$ cat config.mk
export PLATFORM = sky130hd
export DESIGN_NAME = fifo_wr_arbiter
export DESIGN_NICKNAME = d
export VERILOG_FILES = /design/src/rtl/fifo_wr_arbiter.sv
export SDC_FILE = /design/constraint.sdc
export NUM_CORES = 1
export LEC_CHECK = 0
export ABC_CLOCK_PERIOD_IN_PS = 4200
export BUFFER_PORTS_ARGS = -buffer_cell sky130_fd_sc_hd__buf_2
export CORE_ASPECT_RATIO = 1.75
export CORE_MARGIN = 5
export CORE_UTILIZATION = 35
export DETAILED_ROUTE_END_ITERATION = 8
export GPL_ROUTABILITY_DRIVEN = 0
export PLACE_DENSITY_LB_ADDON = 0.08
export RECOVER_POWER = 100
export SYNTH_ARGS = -nofsm -noshare
export SYNTH_HDL_FRONTEND = slang
export SYNTH_SLANG_ARGS = --single-unit
$ cat constraint.sdc
create_clock -name clk_WR -period 4.2 [get_ports clk_WR]
set_input_delay 0.63 -clock clk_WR [delete_from_list [all_inputs] [get_ports clk_WR]]
set_output_delay 0.63 -clock clk_WR [all_outputs]
set_load 0.01 [all_outputs]
$ cat src/rtl/fifo_wr_arbiter.sv
// Round-robin write-port arbiter for the 16-deep async FIFO (clk_WR domain).
// Packet-locked bursts from 4 requesters, 2-bit source tag, flush sequencing via fifo_srst.
module fifo_wr_arbiter #(
  parameter int DATA_W     = 6,
  parameter int MAX_BURST  = 8,
  parameter int FLUSH_WAIT = 4
) (
  input  logic                clk_WR,
  input  logic                rst,
  input  logic [3:0]          req_valid,
  input  logic [4*DATA_W-1:0] req_data,
  input  logic [3:0]          req_last,
  output logic [3:0]          req_ready,
  input  logic                fifo_full,
  output logic                fifo_wr,
  output logic [DATA_W+1:0]   fifo_din,
  output logic                fifo_srst,
  input  logic                flush,
  output logic                flush_busy,
  output logic                gnt_valid,
  output logic [1:0]          gnt_id
);

  // state   | meaning
  // S_IDLE  | pick next requester round-robin from rr_ptr
  // S_GRANT | requester gnt_id_q owns the FIFO write port until last/MAX_BURST
  // S_FLUSH | fifo_srst pulse on the first cycle, then FLUSH_WAIT cycles of hold-off
  typedef enum logic [1:0] {S_IDLE, S_GRANT, S_FLUSH} state_t;

  localparam logic [3:0] MAX_B  = 4'(MAX_BURST);
  localparam logic [3:0] FWAIT  = 4'(FLUSH_WAIT);

  state_t      state, state_nx;
  logic [1:0]  rr_ptr, rr_nx;
  logic [1:0]  gnt_id_q, gnt_nx;
  logic [3:0]  beat_cnt, beat_nx;
  logic [3:0]  flush_cnt, fcnt_nx;
  logic        srst_q, srst_nx;

  logic        sel_found;
  logic [1:0]  sel_id;
  logic [1:0]  idx;
  logic [DATA_W-1:0] cur_data;
  logic        beat;
  logic        burst_end;

  always_ff @(posedge clk_WR or posedge rst) begin
    if (rst) begin
      state     <= S_IDLE;
      rr_ptr    <= 2'd0;
      gnt_id_q  <= 2'd0;
      beat_cnt  <= 4'd0;
      flush_cnt <= 4'd0;
      srst_q    <= 1'b0;
    end else begin
      state     <= state_nx;
      rr_ptr    <= rr_nx;
      gnt_id_q  <= gnt_nx;
      beat_cnt  <= beat_nx;
      flush_cnt <= fcnt_nx;
      srst_q    <= srst_nx;
    end
  end

  // First valid requester at or after rr_ptr, wrapping mod 4
  always_comb begin
    sel_found = 1'b0;
    sel_id    = 2'd0;
    idx       = 2'd0;
    for (int k = 0; k < 4; k++) begin
      idx = rr_ptr + 2'(k);
      if (!sel_found && req_valid[idx]) begin
        sel_found = 1'b1;
        sel_id    = idx;
      end
    end
  end

  always_comb begin
    cur_data  = req_data[gnt_id_q*DATA_W +: DATA_W];
    beat      = (state == S_GRANT) && !flush && req_valid[gnt_id_q] && !fifo_full;
    burst_end = beat && (req_last[gnt_id_q] || (beat_cnt + 4'd1 == MAX_B));

    req_ready = 4'b0000;
    if ((state == S_GRANT) && !flush && !fifo_full)
      req_ready[gnt_id_q] = 1'b1;

    fifo_wr    = beat;
    fifo_din   = beat ? {gnt_id_q, cur_data} : '0;
    fifo_srst  = srst_q;
    flush_busy = (state == S_FLUSH);
    gnt_valid  = (state == S_GRANT);
    gnt_id     = gnt_id_q;
  end

  always_comb begin
    state_nx = state;
    rr_nx    = rr_ptr;
    gnt_nx   = gnt_id_q;
    beat_nx  = beat_cnt;
    fcnt_nx  = flush_cnt;
    srst_nx  = flush && (state != S_FLUSH);

    if (flush) begin
      // Re-flush inside FLUSH only reloads the hold-off counter
      state_nx = S_FLUSH;
      fcnt_nx  = FWAIT;
    end else begin
      case (state)
        S_IDLE: begin
          if (sel_found && !fifo_full) begin
            gnt_nx   = sel_id;
            beat_nx  = 4'd0;
            state_nx = S_GRANT;
          end
        end
        S_GRANT: begin
          if (beat)
            beat_nx = beat_cnt + 4'd1;
          if (burst_end) begin
            state_nx = S_IDLE;
            rr_nx    = gnt_id_q + 2'd1;
          end
        end
        S_FLUSH: begin
          // The srst cycle itself does not count toward the hold-off
          if (!srst_q) begin
            if (flush_cnt <= 4'd1) begin
              state_nx = S_IDLE;
              rr_nx    = 2'd0;
            end else begin
              fcnt_nx = flush_cnt - 4'd1;
            end
          end
        end
        default: state_nx = S_IDLE;
      endcase
    end
  end

endmodule

**Yosys cells after proc, flatten, opt, wreduce, memory -nomap -nowiden**

Cells that the tools add are included.
Widths: inputs -> output; s select.

- Order comparisons: 7
- Shift operators: 1
- Multipliers: 1
- Equal/unequal tests: 15
- Multiplexer cells: 39
- Bitwise gates (word level): 1
- Reduce and logical (&&, ||, !) cells: 26
- $add $sub $neg: 6

Operator list:

| kind | count |
|---|---|
| $mux 4 | 7 |
| $shiftx 24x6->6 | 1 |
| $mux 2 | 10 |
| $lt 2x3->1 const B | 5 |
| $bmux 1 s2 | 6 |
| $ne 2x2->1 const B | 6 |
| $logic_and 1x1->1 | 11 |
| $mux 1 | 11 |
| $mux 8 | 1 |
| $pmux 4 s2 | 1 |
| $reduce_and 4->1 | 2 |
| $ne 3x2->1 const B | 2 |
| $ne 3x3->1 const B | 2 |
| $pmux 2 s3 | 1 |
| $reduce_and 3->1 | 2 |
| $reduce_bool 2->1 | 3 |
| $logic_not 1->1 | 5 |
| $reduce_and 5->1 | 1 |
| $add 2x1->2 const B | 2 |
| $add 2x2->2 const B | 2 |
| $add 4x1->4 const B | 1 |
| $eq 4x4->1 const B | 1 |
| $le 4x1->1 const B | 1 |
| $mul 2x2->4 const B | 1 |
| other kinds (10) | 11 |

- Register bits: 15
- Word-level logic and storage cells: 102
- Input port bits: 36

**Logic depth before layout (Yosys ltp)**

Gate-level depths: netlist of the first run.

- Depth after elaboration: 16
- Gate-level depth with buffers: 6
- Gate-level depth less buffers: 6

**Worst setup path after synthesis of the first run**

No wires, ideal clock.

- Path kind: input to output
- Start: in flush
- End: out fifo_din[0]
- Arrival: 1.520 ns
- Path buffers: 1
- Stages on the path: 4
- Data required time: 3.570 ns
- Path slack: 2.050 ns
- Path through: nor3_1 > nand3_1 > buf_2 > nor2b_1

- Cells in the longest elaborated chain, start to end: 5

RTL lines:

| item | line | source |
|---|---|---|
| start: declaration | 18 | `input logic flush,` |
| $logic_not 1->1 | 81 | `beat = (state == S_GRANT) && !flush && req_valid[gnt_id_q] && !fifo_full;` |
| $logic_and 1x1->1 (3 in a row) | 81 |  |
| $mux 8 | 89 | `fifo_din = beat ? {gnt_id_q, cur_data} : '0;` |
| end: declaration | 16 | `output logic [DATA_W+1:0] fifo_din,` |

No other way between the ends.

**Final worst setup path of the first run**

- Start: in flush
- End: out fifo_din[5]

Same word-level chain as after synthesis.

==> impl_metrics.toml, run 1 <==
[run_status]
status = "completed"

[layout]
areaGrowthSynthToFinish_pct = 23.96
fin_util_pct = 44.96
nets = 217
n_antenna_cell = 0
drive_above_1_share_pct = 27.75

[die]
start_util_pct = 36.27
die-area_um2 = 4855
rows = 28
core_um2 = 3398
die_w_um = 54.86
ioPinCount = 54
dieHeight_um = 88.50

[power_and_ir_drop]
swShare_pct = 38.38
clkPwrFrac_pct = 17.8
power.density_nw_per_um2 = 423.7
pwr-share-seq_pct = 40.0
p_int_uw = 398.8
comb_power_share_pct = 42.1
p_switching_uw = 248.5
leakage_nw = 0.7095
max-vdd-ir-drop_mv = 0.2739
finalPower_uw = 647.3

[clock_tree]
cts_root_buf = "clkbuf_8"
holdBufCountCts = 0
cts_max_level = 1
numCtsBuffers = 3
clockBufferDepth = 2
clock_latency_ns = 0.24
postCtsSetupBuffers = 0
cts_num_sinks = 15
clk_pin_slew_ns = 0.06
cts_tree = "done"
cts_resized = 0

[routing]
dr_wl_met2_mm = 1.635
topRoutingLayerUsed = "met4"
drc = 0
wirelength_mm = 3.225
num_vias = 1109
dr_wl_met3_um = 329
postRouteAntennaNets = 0
wl_per_cell_um = 14.79
drt_iter0_drc = 13
viasPerCell = 5.087
wirelength_met1_mm = 1.234
drt-pass1-iter-count = 4

[critical_path]
end_kind = "output pin"
critPathTopFamily = "simple AND/OR/NAND/NOR gates"
worstPathMaxFanout = 12
cp_slowest_cell = "nor3_1"
crit_start = "flush"
cp.arrival_ns = 2.30
crit_chain = "clkbuf_1 > nor3_1 > nand3_1 > nor2b_1 > clkbuf_1"
crit_type = "in2out"
cpMostUsedCell = "clkbuf_1"
path_depth = 5
critPathBufInv = 2
start_kind = "input port"
cpPeakStageDelay_ns = 0.58
rr_startpoint = "gnt_id[0]"
r2r_cells = 4
worstPathRequired_ns = 3.57

[synth]
synth.top_cell.area_share_pct = 30.46
synth.mux.area_fraction_pct = 18.88
synth-seq-cells = 15
syn_area_um2 = 1232
synth-main-ff-cell = "dfrtp_1"
synth_area_leaders = "dfrtp_1 (30%), mux4_2 (11%), ha_1 (7.1%)"
ys_types = 48
yosys.area_share.xor_xnor_pct = 1.421
synth-simple-area-share_pct = 21.32
synth_top_family_by_area = "simple AND/OR/NAND/NOR gates"
synth_warnings = 0
async_flop_share_pct = 100.0
synth_edf_count = 0
synthCells = 121
synthTopCellsByCount = "dfrtp_1 (15), inv_1 (10), nor2_1 (9), nor2b_1 (9), ha_1 (7)"
synthAdderAreaFrac_pct = 7.107
synth_fp_nets = 164
yosysMostFrequentCell = "dfrtp_1"
yosysSeqAreaShare_pct = 30.46
yosysTopAreaCell = "dfrtp_1"
synth_compound_area_share_pct = 14.42
synth_area_per_cell_um2 = 10.19

[sta]
hold_ws_ns = 0.4386
hold_viol = 0
final-setup-viol-count = 0
fmax_ghz = 0.3413
finalMaxSlewViolations = 0
clock_skew_ns = 0.001417
setup_tns_ns = 0
worstMarginPinSlew_ns = 0.6620
max_slew_margin_pct = 55.87
layout_setup_ws_ns = 1.270
rsz0062_at_grt = "false"
period_share_pct = 69.75
fin_crit_ns = 2.930

[grt]
overflow = 0
track_usage_pct = 13.77
grt_max_degree = 16
antenna_found_initial = 0
grt_pass1_vias = 1115
grt_first_pass_wirelength_mm = 4.968

[place]
port_buffers = 53
dp_hpwl_mm = 2.641
place_ws_ns = 1.332

[flow_run]
cap_violations = 0

[worst_hold_path]
min_path_type = "in2async"
per-stage QoR:
step	std cells	cell area (µm²)
6_report	218	1528
4_1_cts	218	1563
5_1_grt	218	1528
3_3_place_gp	214	1516
3_5_place_dp	214	1516
2_1_floorplan	121	1232
area by class of cell:
cell class,count,area (µm²)
Inverter,11,41.29
Fill cell,375,1871
Timing Repair Buffer,53,241.5
Tap cell,45,56.30
Sequential cell,15,375.4
Multi-Input combinational cell,90,767.0
Clock inverter,1,5.005
Clock buffer,3,41.29
final timing paths:
| path | to | slack [ns] |
|---|---|---|
| worst max-delay path | fifo_din[5] | 1.27 |
| worst min-delay path | beat_cnt[1] | 0.44 |
| worst max register to register | rr_ptr[1] | 1.78 |
| worst min register to register | beat_cnt[0] | 0.55 |
| max in group asynchronous | flush_cnt[3] | 3.38 |
| min in group clk_WR | beat_cnt[0] | 0.55 |
cells by family (layout without fill, tap and decap cells):
group,count (synthesis),count (layout)
simple gates,45,45
buf+inv,16,68
xor+xnor,2,2
mux,12,12
compound gates,24,24
fa+ha+maj,7,7
flops,15,15
power by group through the flow:
stage | Combinational, mW | Clock (mW) | Sequential (mW)
CTS | 0.286 | 0.121 | 0.259
finish | 0.273 | 0.115 | 0.259
global route | 0.308 | 0.128 | 0.270
floorplan | 0.248 | 0 | 0.226
detailed placement | 0.284 | 0 | 0.261
global placement | 0.279 | 0 | 0.259
per-layer routing:
| layer | vias up | GRT usage, % |
|---|---|---|
| met5 | - | 0 |
| met4 | 0 | 4.762 |
| met3 | 2 | 2.698 |
| met2 | 45 | 25.32 |
| met1 | 516 | 14.80 |
| li1 | 546 | - |
cells in the final DEF, fill, tap and decap left out, types with 2 or more instances in the layout:
cell / Yosys / routed
nand2_1: 3 / 3
dfrtp_1: 15 / 15
mux4_2: 6 / 6
clkbuf_8: 0 / 3
inv_1: 10 / 10
o31a_1: 2 / 2
a21boi_0: 2 / 2
clkbuf_1: 0 / 19
nor2_1: 9 / 9
a31oi_1: 2 / 2
and3_1: 5 / 5
nor3_1: 3 / 4
buf_2: 2 / 34
o41ai_1: 2 / 2
o21ai_0: 4 / 4
ha_1: 7 / 7
nand2b_1: 3 / 3
nor2b_1: 9 / 10
mux2i_1: 3 / 3
nand3_1: 2 / 2
mux4_1: 2 / 2
a21oi_1: 1 / 2
registers in the layout (all words and copies together), names as in the netlist:
register,cells
fifo_srst,1
gnt_id,2
state,2
beat_cnt,4
flush_cnt,4
rr_ptr,2
(Power assumes the default switching activity.)
==> run 2: changes to the inputs <==
--- a/config.mk
+++ b/config.mk
@@ -5,7 +5,7 @@
 export SDC_FILE = /design/constraint.sdc
 export NUM_CORES = 1
 export LEC_CHECK = 0
-export ABC_CLOCK_PERIOD_IN_PS = 4200
+export ABC_CLOCK_PERIOD_IN_PS = 2400
 export BUFFER_PORTS_ARGS = -buffer_cell sky130_fd_sc_hd__buf_2
 export CORE_ASPECT_RATIO = 1.75
 export CORE_MARGIN = 5
==> constraint.sdc (replaced) <==
create_clock -name clk_WR -period 2.4 [get_ports clk_WR]
set_input_delay 0.36 -clock clk_WR [delete_from_list [all_inputs] [get_ports clk_WR]]
set_output_delay 0.36 -clock clk_WR [all_outputs]
set_load 0.01 [all_outputs]
==> run 2 against run 1 <==
  * Design area grew 0.90%
  * Setup slack lost 0.99 ns
  * Non-clock buffer count grew 3
  * First-iteration DRC count grew 31%
  * Sequential share of layout area shrank 0.22 points
  * Clock power grew 76%
  * Global-route usage grew 0.69 points
  * Flip-flop and latch count is the same
  * Sequential power grew 53%
  * Largest cell class unchanged
  * Routed wire length is essentially flat
==> impl_metrics.toml, run 2 (same netlist as run 1, synthesis figures left out) <==
[routing]
wirelength_mm = 3.227
drt_iter0_drc = 17
drc = 0
postRouteAntennaNets = 0
drt-pass1-iter-count = 4
num_vias = 1109
viasPerCell = 5.018
wl_per_cell_um = 14.60

[clock_tree]
postCtsSetupBuffers = 0
holdBufCountCts = 0
cts_root_buf = "clkbuf_8"
clockBufferDepth = 2
clk_pin_slew_ns = 0.06
numCtsBuffers = 3
cts_num_sinks = 15
cts_tree = "done"
clock_latency_ns = 0.24
cts_max_level = 1
cts_resized = 0

[critical_path]
start_kind = "flop"
cp.arrival_ns = 1.76
crit_type = "reg2out"
end_kind = "output pin"
worstPathMaxFanout = 12
worstPathRequired_ns = 2.04

[power_and_ir_drop]
p_int_uw = 717.6
p_switching_uw = 433.5
max-vdd-ir-drop_mv = 0.5439
pwr-share-seq_pct = 34.4
comb_power_share_pct = 48.1
clkPwrFrac_pct = 17.5
leakage_nw = 0.7229
power.density_nw_per_um2 = 746.8
finalPower_mw = 1.151
swShare_pct = 37.66

[sta]
finalMaxSlewViolations = 0
fmax_ghz = 0.4710
fin_crit_ns = 2.123
rsz0062_at_grt = "false"
period_share_pct = 88.46
max_slew_margin_pct = 60.07
final-setup-viol-count = 0
setup_tns_ns = 0
worstMarginPinSlew_ns = 0.5983
clock_skew_ns = 0.004647
hold_viol = 0

[place]
port_buffers = 53
dp_hpwl_mm = 2.703
dp_cells = 217

[die]
rows = 28
die-area_um2 = 4855
die_w_um = 54.86
ioPinCount = 54
dieHeight_um = 88.50
core_um2 = 3398
start_util_pct = 36.27

[layout]
fin_util_pct = 45.36
drive_above_1_share_pct = 28.98
seqCellArea_um2 = 375.4
reg_top3 = "beat_cnt x4, flush_cnt x4"
fillers = 355
multi_input_area_um2 = 763.2
n_antenna_cell = 0
instances_no_fill = 221
areaGrowthSynthToFinish_pct = 25.08
final_cell_mix = "buf_2 (37), clkbuf_1 (19), dfrtp_1 (15)"
nets = 220
layout_commonest_cell = "buf_2"

[grt]
grt_first_pass_wirelength_mm = 5.264
track_usage_pct = 14.46
antenna_found_initial = 0
grt_max_degree = 16
grt_pass1_vias = 1218
overflow = 0

[flow_run]
cap_violations = 0

[run_status]
status = "completed"

[worst_hold_path]
min_path_type = "in2async"
[run 2: final timing paths]
check                             from           end  slack [ns]  depth (start not counted)
hold / removal                     rst   beat_cnt[1]        0.17                          2
hold reg to reg            beat_cnt[0]   beat_cnt[0]        0.55                          1
max in group asynchronous          rst     fifo_srst        1.84                          2
setup / recovery             gnt_id[1]   fifo_din[3]        0.28                          4
min in group clk_WR              flush  flush_cnt[1]        0.40                          2
setup reg to reg              state[1]     rr_ptr[1]        0.39                          4
[run 2: final cells by class]
| class | count | area share, % |
|---|---|---|
| Multi-Input combinational cell | 90 | 49.51 |
| Clock buffer | 4 | 2.922 |
| Inverter | 11 | 2.679 |
| Timing Repair Buffer | 56 | 16.88 |
| Tap cell | 45 | 3.653 |
| Sequential cell | 15 | 24.35 |
[run 2: routing by layer]
layer  track usage (%)  part of all wire [%]  vias up
li1                  -                     -      559
met1             15.07                    38      499
met2             27.48                    51       47
met3             1.855                    10        4
met4             5.442                   1.1        0
met5                 0                     0        -
[run 2: metrics by stage]
| step | hold WS (ns) | setup WS [ns] | area, µm² |
|---|---|---|---|
| finish | 0.1704 | 0.2769 | 1541 |
| global route | 0.2251 | 0.08971 | 1541 |
| CTS | 0.1917 | 0.1813 | 1584 |
| detailed placement | 0.4610 | 0.3544 | 1539 |
| global placement | 0.4706 | 0.3717 | 1539 |
| floorplan | 0.2615 | 0.6168 | 1232 |
[run 2: worst max-delay path, cell delays in order, from the launching register on]
cell,delay [ns]
dfrtp_1,0.36
clkbuf_1,0.47
mux4_1,0.39
nor2b_1,0.15
clkbuf_1,0.14
[run 2: power by group through the flow]
| stage | logic [mW] | clock network [mW] | registers [mW] |
|---|---|---|---|
| detailed placement | 0.581 | 0 | 0.400 |
| floorplan | 0.434 | 0 | 0.395 |
| finish | 0.553 | 0.202 | 0.396 |
| CTS | 0.582 | 0.209 | 0.396 |
| global placement | 0.571 | 0 | 0.396 |
| global route | 0.634 | 0.219 | 0.410 |
